--- src/rtl/console_mailbox_pkg.sv ---
// Shared definitions for the console mailbox: register offsets, STATUS bit
// positions and the UART transmitter state encoding.
package console_mailbox_pkg;

    // Byte offsets of the register window
    localparam int unsigned REG_TXDATA  = 0;
    localparam int unsigned REG_STATUS  = 4;
    localparam int unsigned REG_EXIT    = 8;
    localparam int unsigned REG_SCRATCH = 12;

    // STATUS register layout
    localparam int unsigned STAT_FULL      = 0;
    localparam int unsigned STAT_EMPTY     = 1;
    localparam int unsigned STAT_BUSY      = 2;
    localparam int unsigned STAT_DONE      = 3;
    localparam int unsigned STAT_COUNT_LSB = 8;

    // UART transmitter states
    typedef enum logic [1:0] {
        IDLE  = 2'd0,
        START = 2'd1,
        DATA  = 2'd2,
        STOP  = 2'd3
    } tx_state_e;

endpackage

--- src/rtl/uart_tx_serializer.sv ---
// 8N1 UART transmitter with a byte valid/ready input.
// Ports:
//   clk, rst        clock, synchronous active-high reset
//   byte_valid      a byte is offered on byte_data
//   byte_data[7:0]  byte to send
//   byte_ready_c    byte taken this cycle when byte_valid is also high
//   tx              serial output, idle high
//   busy            a frame is in progress
module uart_tx_serializer
    import console_mailbox_pkg::*;
#(
    parameter int unsigned CLKS_PER_BIT = 868
) (
    input  logic       clk,
    input  logic       rst,
    input  logic       byte_valid,
    input  logic [7:0] byte_data,
    output logic       byte_ready_c,
    output logic       tx,
    output logic       busy
);

    localparam int unsigned BAUD_W = (CLKS_PER_BIT > 1) ? $clog2(CLKS_PER_BIT) : 1;
    localparam logic [BAUD_W-1:0] RELOAD = BAUD_W'(CLKS_PER_BIT - 1);

    tx_state_e         state_q, state_n;
    logic [BAUD_W-1:0] cnt_q, cnt_n;
    logic [2:0]        bit_q, bit_n;
    logic [7:0]        sh_q, sh_n;
    logic              tx_n;
    logic              busy_n;

    // Next-state logic; tx is computed one cycle ahead so the line is registered
    always_comb begin
        state_n      = state_q;
        cnt_n        = cnt_q;
        bit_n        = bit_q;
        sh_n         = sh_q;
        tx_n         = tx;
        byte_ready_c = 1'b0;
        case (state_q)
            IDLE: begin
                byte_ready_c = 1'b1;
                tx_n         = 1'b1;
                if (byte_valid) begin
                    sh_n    = byte_data;
                    cnt_n   = RELOAD;
                    state_n = START;
                    tx_n    = 1'b0;
                end
            end
            START: begin
                if (cnt_q == '0) begin
                    state_n = DATA;
                    cnt_n   = RELOAD;
                    bit_n   = 3'd0;
                    tx_n    = sh_q[0];
                end else begin
                    cnt_n = cnt_q - BAUD_W'(1);
                end
            end
            DATA: begin
                if (cnt_q == '0) begin
                    cnt_n = RELOAD;
                    if (bit_q == 3'd7) begin
                        state_n = STOP;
                        tx_n    = 1'b1;
                    end else begin
                        bit_n = bit_q + 3'd1;
                        sh_n  = {1'b0, sh_q[7:1]};
                        tx_n  = sh_q[1];
                    end
                end else begin
                    cnt_n = cnt_q - BAUD_W'(1);
                end
            end
            STOP: begin
                if (cnt_q == '0) begin
                    // Last stop cycle doubles as the IDLE check: no gap between frames
                    byte_ready_c = 1'b1;
                    if (byte_valid) begin
                        sh_n    = byte_data;
                        cnt_n   = RELOAD;
                        state_n = START;
                        tx_n    = 1'b0;
                    end else begin
                        state_n = IDLE;
                        tx_n    = 1'b1;
                    end
                end else begin
                    cnt_n = cnt_q - BAUD_W'(1);
                end
            end
            default: begin
                state_n = IDLE;
                tx_n    = 1'b1;
            end
        endcase
        busy_n = (state_n != IDLE);
    end

    // State register
    always_ff @(posedge clk) begin
        if (rst) begin
            state_q <= IDLE;
            cnt_q   <= '0;
            bit_q   <= 3'd0;
            sh_q    <= 8'd0;
            tx      <= 1'b1;
            busy    <= 1'b0;
        end else begin
            state_q <= state_n;
            cnt_q   <= cnt_n;
            bit_q   <= bit_n;
            sh_q    <= sh_n;
            tx      <= tx_n;
            busy    <= busy_n;
        end
    end

endmodule

--- src/rtl/console_mailbox.sv ---
// Memory-mapped console/exit mailbox: buffers characters in a FIFO, sends
// them out on a UART line and latches the end-of-test exit code.
// Ports:
//   clk, rst               clock, synchronous active-high reset
//   req_valid/req_ready    request handshake (accept on valid & ready)
//   req_write              1 = write, 0 = read
//   req_addr[ADDR_W-1:0]   byte address
//   req_wdata[31:0]        write data
//   req_wstrb[3:0]         byte enables
//   rsp_valid              one-cycle pulse the cycle after each accept
//   rsp_rdata[31:0]        read data (0 for writes and errors)
//   rsp_err                unmapped, misaligned or write-to-STATUS
//   uart_tx                serial output, idle high
//   done, exit_code        sticky end-of-test flag and its value
module console_mailbox
    import console_mailbox_pkg::*;
#(
    parameter int unsigned CLKS_PER_BIT = 868,
    parameter int unsigned FIFO_DEPTH   = 16,
    parameter int unsigned ADDR_W       = 4
) (
    input  logic              clk,
    input  logic              rst,
    input  logic              req_valid,
    output logic              req_ready,
    input  logic              req_write,
    input  logic [ADDR_W-1:0] req_addr,
    input  logic [31:0]       req_wdata,
    input  logic [3:0]        req_wstrb,
    output logic              rsp_valid,
    output logic [31:0]       rsp_rdata,
    output logic              rsp_err,
    output logic              uart_tx,
    output logic              done,
    output logic [31:0]       exit_code
);

    localparam int unsigned PTR_W = (FIFO_DEPTH > 1) ? $clog2(FIFO_DEPTH) : 1;
    localparam int unsigned CNT_W = PTR_W + 1;

    logic [7:0]       fifo_mem [FIFO_DEPTH];
    logic [PTR_W-1:0] wr_ptr_q, rd_ptr_q;
    logic [CNT_W-1:0] count_q, count_n;
    logic             full_q;
    logic             empty_c;
    logic [31:0]      scratch_q, scratch_n;
    logic             done_n;
    logic [31:0]      exit_n;

    logic             hit_tx, hit_st, hit_ex, hit_sc;
    logic             accept_c, err_c, push_c, pop_c;
    logic [31:0]      rdata_c, status_c;
    logic             byte_ready_c;
    logic             tx_busy;

    // Only a TXDATA write into a full FIFO is back-pressured
    assign req_ready = !(req_valid && req_write && hit_tx && full_q);
    assign empty_c   = (count_q == '0);
    assign pop_c     = byte_ready_c && !empty_c;

    // Decode, read mux and register updates
    always_comb begin
        hit_tx    = (req_addr == ADDR_W'(REG_TXDATA));
        hit_st    = (req_addr == ADDR_W'(REG_STATUS));
        hit_ex    = (req_addr == ADDR_W'(REG_EXIT));
        hit_sc    = (req_addr == ADDR_W'(REG_SCRATCH));
        accept_c  = req_valid && req_ready;
        // Misaligned addresses match no register, so they fall into the error case
        err_c     = !(hit_tx || hit_st || hit_ex || hit_sc) || (req_write && hit_st);

        status_c                           = 32'd0;
        status_c[STAT_FULL]                = full_q;
        status_c[STAT_EMPTY]               = empty_c;
        status_c[STAT_BUSY]                = tx_busy;
        status_c[STAT_DONE]                = done;
        status_c[STAT_COUNT_LSB +: 8]      = 8'(count_q);

        rdata_c = 32'd0;
        if (!req_write && !err_c) begin
            if (hit_st) rdata_c = status_c;
            if (hit_ex) rdata_c = exit_code;
            if (hit_sc) rdata_c = scratch_q;
        end

        push_c    = accept_c && req_write && hit_tx && req_wstrb[0];
        done_n    = done;
        exit_n    = exit_code;
        scratch_n = scratch_q;
        if (accept_c && req_write && !err_c) begin
            if (hit_ex && (req_wstrb == 4'hF) && !done) begin
                done_n = 1'b1;
                exit_n = req_wdata;
            end
            if (hit_sc) begin
                for (int b = 0; b < 4; b++) begin
                    if (req_wstrb[b]) scratch_n[8*b +: 8] = req_wdata[8*b +: 8];
                end
            end
        end

        count_n = count_q;
        if (push_c && !pop_c)      count_n = count_q + CNT_W'(1);
        else if (!push_c && pop_c) count_n = count_q - CNT_W'(1);
    end

    // Control and status registers
    always_ff @(posedge clk) begin
        if (rst) begin
            rsp_valid <= 1'b0;
            rsp_rdata <= 32'd0;
            rsp_err   <= 1'b0;
            done      <= 1'b0;
            exit_code <= 32'd0;
            scratch_q <= 32'd0;
            wr_ptr_q  <= '0;
            rd_ptr_q  <= '0;
            count_q   <= '0;
            full_q    <= 1'b0;
        end else begin
            rsp_valid <= accept_c;
            rsp_rdata <= accept_c ? rdata_c : 32'd0;
            rsp_err   <= accept_c && err_c;
            done      <= done_n;
            exit_code <= exit_n;
            scratch_q <= scratch_n;
            if (push_c) wr_ptr_q <= wr_ptr_q + PTR_W'(1);
            if (pop_c)  rd_ptr_q <= rd_ptr_q + PTR_W'(1);
            count_q   <= count_n;
            full_q    <= (count_n == CNT_W'(FIFO_DEPTH));
        end
    end

    // Character storage; contents are don't-care while empty
    always_ff @(posedge clk) begin
        if (push_c) fifo_mem[wr_ptr_q] <= req_wdata[7:0];
    end

    uart_tx_serializer #(
        .CLKS_PER_BIT (CLKS_PER_BIT)
    ) u_ser (
        .clk          (clk),
        .rst          (rst),
        .byte_valid   (!empty_c),
        .byte_data    (fifo_mem[rd_ptr_q]),
        .byte_ready_c (byte_ready_c),
        .tx           (uart_tx),
        .busy         (tx_busy)
    );

endmodule

--- config.mk ---
export PLATFORM = sky130hd
export DESIGN_NAME = console_mailbox
export DESIGN_NICKNAME = d
export VERILOG_FILES = /design/src/rtl/console_mailbox_pkg.sv /design/src/rtl/uart_tx_serializer.sv /design/src/rtl/console_mailbox.sv
export SDC_FILE = /design/constraint.sdc
export NUM_CORES = 1
export LEC_CHECK = 0
export ABC_AREA = 0
export CAP_MARGIN = 20
export CORE_ASPECT_RATIO = 1.5
export CORE_MARGIN = 4
export CORE_UTILIZATION = 56
export DETAILED_ROUTE_END_ITERATION = 7
export GPL_TIMING_DRIVEN = 0
export PLACE_DENSITY = 0.79
export SYNTH_ARGS = -nofsm -noshare
export SYNTH_HDL_FRONTEND = slang
export SYNTH_SLANG_ARGS = --single-unit
--- constraint.sdc ---
create_clock -name clk -period 2.9 [get_ports clk]
set_input_delay 0.58 -clock clk [delete_from_list [all_inputs] [get_ports clk]]
set_output_delay 0.58 -clock clk [all_outputs]
set_load 0.01 [all_outputs]
==> results of run 1 <==
-- metrics by stage --
step	util [%]	setup TNS, ps	worst slack (ps)	power [mW]	hold WS (ps)
final	69.2	0	118	9.82	456
after global routing	69.2	0	49.4	10.3	473
after CTS	69.1	0	63.1	9.86	456
after detailed placement	65.0	-72330	-902	6.82	447
after global placement	64.9	-74850	-856	6.76	442
after floorplan	-	0	407	6.19	422
-- cells in the mapped netlist (4+ instances only) --
cell type / n / share of area (%)
dfxtp_1: 142 / 26
edfxtp_1: 128 / 36
nand2_1: 126 / 4.4
a21oi_1: 84 / 3.9
nor2_1: 81 / 2.8
clkbuf_1: 46 / 1.6
mux4_2: 39 / 8.2
a22oi_1: 30 / 2.1
nand3_1: 26 / 1.2
mux2i_1: 16 / 1.5
ha_1: 15 / 1.7
nor3_1: 14 / 0.65
o21ai_0: 11 / 0.51
a211oi_1: 9 / 0.63
inv_1: 9 / 0.31
o221ai_1: 8 / 0.65
and3_1: 6 / 0.35
nor2b_1: 6 / 0.35
buf_1: 5 / 0.17
buf_2: 5 / 0.23
or3_1: 5 / 0.29
xnor2_1: 5 / 0.41
xor2_1: 5 / 0.41
nand2b_1: 4 / 0.23
-- power breakdown --
part           total, mW  switching, mW  internal, mW  leakage (nW)
Combinational       2.40           1.32          1.09          1.47
Clock               3.07           1.32          1.75         0.361
Sequential          4.35          0.182          4.16          2.30
-- flip-flops by register name (all words and copies together), names as in the netlist, 2 cells and up, named ones only --
name / count
u_ser.state_q: 2
u_ser.cnt_q: 10
wr_ptr_q: 4
scratch_q: 32
u_ser.sh_q: 8
u_ser.bit_q: 3
rd_ptr_q: 4
fifo_mem: 128
rsp_rdata: 32
count_q: 5
exit_code: 32
-- cells in the final DEF (no fill, tap or decap), drive strengths merged, types with 9 or more instances in the layout --
cell and count:
buf 15, clkdlybuf4s50 109, clkbuf 76, edfxtp 128, a22oi 30, a211oi 12, nor3 14, o21ai 14
mux2i 16, inv 9, ha 15, dfxtp 142, a21oi 85, mux4 39, nand3 26, nor2 84
nand2 126
-- layout make-up --
type,instances,area [um^2]
Multi-Input combinational cell,545,3790
Fill cell,1290,5770
Tap cell,252,315
Clock buffer,30,644
Clock inverter,14,115
Buffer,58,236
Sequential cell,270,6690
Inverter,9,33.8
Timing Repair Buffer,112,1110
-- critical path, stage by stage --
cell             delay (ps)
clkdlybuf4s50_1         480
nor3_2                  340
and2_1                  190
nand3_1                 100
clkdlybuf4s50_1         510
-- kinds of logic after synthesis --
kind of cell               count (synthesis)  share of synthesized area [%]
DFF                                      270                           62.3
buffers and inverters                     67                           2.51
and+or+nand+nor                          295                           12.7
AOI/OAI and AO/OA                        166                           9.81
xor gates and xnor gates                  10                          0.816
muxes                                     59                           10.1
adders and majority gates                 15                           1.75
-- routing by layer --
layer  GRT usage, %  share of wire [%]
met4           8.03                3.1
met5              0                  0
met1           27.4                 36
met3           3.32                6.1
met2           46.8                 55
-- timing repair --
item                                    CTS  global route
endpoints found under the setup margin   58             1
resized for setup                         7             1
hold buffers                              0             0
gates cloned                              0             0
-- worst paths after layout --
| path | slack (ps) | to |
|---|---|---|
| worst min register to register | 460 | scratch_q[12] |
| worst min-delay path | 460 | scratch_q[12] |
| worst max-delay path | 120 | req_ready |
| worst max register to register | 290 | u_ser.sh_q[5] |
==> key figures, run 1 <==
Status
  • Status: completed

Power
  • Leak: about 4.1 nW
  • Pwr Density: about 760 nW/um^2
  • Peak VDD IR: approximately 0.00065 V

Clock tree
  • Clock slew at reported path FFs: about 60 ps
  • Clock Latency Late Sink: a little over 500 ps
  • CTS tree: built
  • CTS sink cnt: between 200 and 300
  • Max H-tree Level: 1
  • Setup bufs post-CTS: 0
  • Clk root buf: clkbuf_16
  • Maximum clock insertion buffer count: 3
  • TritonCTS Buffers: 24

Critical path
  • Critical path origin: req_addr[1]
  • Crit. End Element: primary output
  • CP max FO: 4
  • Setup crit start kind: input pin
  • Critical path class: in -> out
  • Req. time, crit path: 2320 ps
  • Arrival @ worst endpoint: around 2200 ps
  • R2R depth: 6

Timing
  • Final setup violation count: 0
  • Fmax: between 0.3 and 0.4 GHz
  • Worst slew margin: between 40% and 50%
  • RSZ-0062 raised after global routing: false
  • Final Max Slew Viols: 0
  • Period utilisation layout: between 90% and 100%
  • Min cycle time layout: between 2000 and 3000 ps
  • Final hold vios: 0
  • Slew @ Worst Pin: ~890 ps
  • Clk_skew: about 8.3 ps

Finish
  • Post-route cell area: approximately 13,000 um^2
  • Layout Nets: roughly 1,100
  • Final Instance Count excl. Fillers: roughly 1,300
  • Share of cells above drive strength 1: between 10% and 20%
  • Diode count: 0
  • Area growth syn-to-layout: 20.6%

Logic synthesis
  • Ys async rst share: 0%
  • Post-Synthesis Cell Area: 10,700 um^2
  • Sequential area share after synthesis: between 60 and 70%
  • Syn. warnings: 0
  • Net count after synthesis: between 900 and 1,000
  • Mapped Cells: 882
  • Count of different cell masters after synthesis: 61
  • Post-synth EDFFs: about 130
  • Post-Syn Area per Cell: 12.2 um^2
  • Synth Flop Type: dfxtp_1
  • Register bit total from synthesis: 270

Global routing
  • Pin count of the biggest net entering global routing: 19
  • Total GRT Usage: between 20% and 30%
  • GRT overflow: 0
  • Number of global-route vias before repair: about 7,600
  • Initial antenna violation count: 0
  • First-pass GRT wire length: between 40 and 50 mm

Floorplanning
  • Num rows: just over 60
  • Die area: between 20,000 and 25,000 um^2
  • Core area: about 19,000 um^2
  • Die Height: between 150 and 200 um
  • Die X: 121 um
  • Starting Density: between 50% and 60%
  • I/O pin cnt: approximately 110

Place
  • # placed instances: between 1,000 and 1,500
  • Post-DP Area: between 10,000 and 15,000 um^2
  • DP Wirelength: roughly 19 mm
  • GPL Wtd Cong: around 0.87
  • IO Port Bufs: approximately 110

Route
  • Residual DRC: 0
  • Routed WL: between 20 and 30 mm
  • First-pass DRT Iterations: 7
  • Routed wire per std cell: roughly 20 um
  • Vias after detailed routing: 7,529
  • Via/cell ratio: between 5 and 6
  • ANT nets after route: 0
  • Initial DRC count: between 600 and 700

Worst hold path
  • HP Class: reg -> reg
  • Hold_sp: scratch_q[12]
  • WHS Path Cells: 2

Flow run
  • Max cap viols: 0
Note: power is estimated with default switching activity, not from simulation.
==> run 2: changes to the inputs <==
--- a/config.mk
+++ b/config.mk
@@ -9,10 +9,10 @@
 export CAP_MARGIN = 20
 export CORE_ASPECT_RATIO = 1.5
 export CORE_MARGIN = 4
-export CORE_UTILIZATION = 56
+export CORE_UTILIZATION = 61
 export DETAILED_ROUTE_END_ITERATION = 7
 export GPL_TIMING_DRIVEN = 0
-export PLACE_DENSITY = 0.79
+export PLACE_DENSITY = 0.85
 export SYNTH_ARGS = -nofsm -noshare
 export SYNTH_HDL_FRONTEND = slang
 export SYNTH_SLANG_ARGS = --single-unit
==> constraint.sdc (replaced) <==
create_clock -name clk -period 3.5 [get_ports clk]
set_input_delay 0.7 -clock clk [delete_from_list [all_inputs] [get_ports clk]]
set_output_delay 0.7 -clock clk [all_outputs]
set_load 0.01 [all_outputs]
==> run 2 against run 1 <==
  * Clock skew up 2.8 ps
  * Core utilization up 5.6 points
  * Global-route usage up 3.0 points
  * Sequential power down 17%
  * Critical path depth up 1
  * Clock power down 8.1%
==> key figures, run 2 (synthesis gave the netlist of run 1 again) <==
Timing
  • Min cycle time layout: between 3000 and 4000 ps
  • Crit path setup slack, layout: 343 ps
  • Fmax: around 0.32 GHz
  • Hold slack: about 460 ps
  • Period utilisation layout: 90.2%
  • Slew @ Worst Pin: 940 ps
  • RSZ-0062 raised after global routing: false
  • Worst slew margin: 37.1%
  • Setup TNS: 0 ps
  • Final setup violation count: 0
  • Clk_skew: 11.2 ps
  • Final hold vios: 0
  • Final Max Slew Viols: 0

Place
  • GPL Wtd Cong: between 0.8 and 0.9
  • # placed instances: approximately 1,200
  • IO Port Bufs: roughly 110
  • Post-DP Area: ~12,000 um^2
  • Dpl ws: -130 ps
  • DP Wirelength: ~19 mm

Floorplanning
  • Core area: between 15,000 and 20,000 um^2
  • Num rows: 59
  • Die Height: roughly 170 um
  • Die X: about 120 um
  • I/O pin cnt: around 110
  • Die area: just under 20,000 um^2
  • Starting Density: slightly above 60%

Clock tree
  • Clock slew at reported path FFs: about 70 ps
  • Clock Latency Late Sink: about 520 ps
  • CTS tree: built
  • CTS sink cnt: 270
  • Hold buffer count at cts: 0
  • Setup bufs post-CTS: 0
  • Clk root buf: clkbuf_16
  • Post-cts gate resize count: 0
  • Max H-tree Level: 1
  • Maximum clock insertion buffer count: 3
  • TritonCTS Buffers: 24

Critical path
  • Crit. End Element: flip-flop
  • Req. time, crit path: around 3600 ps
  • Setup crit start kind: input pin
  • CP max FO: 10
  • Critical path class: in -> reg
  • Arrival @ worst endpoint: 3300 ps

Status
  • Status: completed

Route
  • First-pass DRT Iterations: 5
  • ANT nets after route: 0
  • Initial DRC count: 727
  • Routed WL: 27.0 mm
  • Via/cell ratio: around 6.2
  • Routed wire per std cell: about 22 um
  • Residual DRC: 0
  • Vias after detailed routing: 7,747

Finish
  • Top reg by flops: fifo_mem
  • Diode count: 0
  • Area growth syn-to-layout: 20.9%
  • Post-route cell area: 13,000 um^2
  • Commonest non-fill, non-tap cell in the layout: dfxtp_1
  • Core Util, Final: roughly three quarters
  • Most frequent cells in the layout: dfxtp_1, edfxtp_1, nand2_1, clkdlybuf4s50_1, a21oi_1
  • Final Instance Count excl. Fillers: 1,252
  • Max FFs per register: between 100 and 150
  • Share of cells above drive strength 1: a little over a tenth
  • Layout Nets: approximately 1,100

Global routing
  • Initial antenna violation count: 0
  • Number of global-route vias before repair: ~8,000
  • GRT overflow: 0
  • Pin count of the biggest net entering global routing: 19
  • Total GRT Usage: between 20% and 30%
  • First-pass GRT wire length: approximately 42 mm

Worst hold path
  • HP Class: reg -> reg

Flow run
  • Max cap viols: 0

Power
  • Peak VDD IR: ~0.00069 V
  • Pwr Density: around 650 nW/um^2
  • Power, Total: roughly 8.5 mW
  • Leak: 4.19 nW
==> run 2: changes by cell type in the layout (fill, tap and decap cells not counted), sizes merged <==
cell / before / now
bufinv: 2 / 3
clkbuf: 76 / 81
buf: 15 / 16
clkinvlp: 5 / 3
clkinv: 7 / 3
==> run 2: critical path: stages <==
cell and delay [ps]:
clkdlybuf4s50_1 460, nor3_1 400, and3_1 220, clkbuf_1 440, nand2_1 310, nor2_1 750
==> run 2: routing by layer <==
layer	vias to the layer above	track usage [%]	wire length [um]
met3	103	4.23	1730
met1	3775	30.1	9100
li1	3512	-	-
met2	357	49.0	14300
met5	-	0	0
met4	0	16.3	1790
==> run 2: final cells by class <==
type	count	area, um^2
well taps	213	267
clock inverters	9	131
fillers	1087	4380
repair buffers	113	1110
plain buffers	58	235
inverters	9	33.8
clock buffers	35	733
multi-input cells	545	3770
flip-flops and latches	270	6690
==> run 2: path summary, 6_finish.rpt <==
check / startpoint / to / slack, ps / cells past startpoint
min: scratch_q[29] / scratch_q[29] / 460 / 2
min reg2reg: scratch_q[29] / scratch_q[29] / 460 / 2
max reg2reg: flip-flop / u_ser.sh_q[5] / 850 / 6
max: req_addr[1] / fifo_mem[7][5] / 340 / 6
==> run 2: power by group <==
| part | switching [mW] | internal, mW |
|---|---|---|
| Sequential | 0.147 | 3.45 |
| Combinational | 1.13 | 0.902 |
| Clock | 1.14 | 1.68 |
| Total | 2.42 | 6.03 |
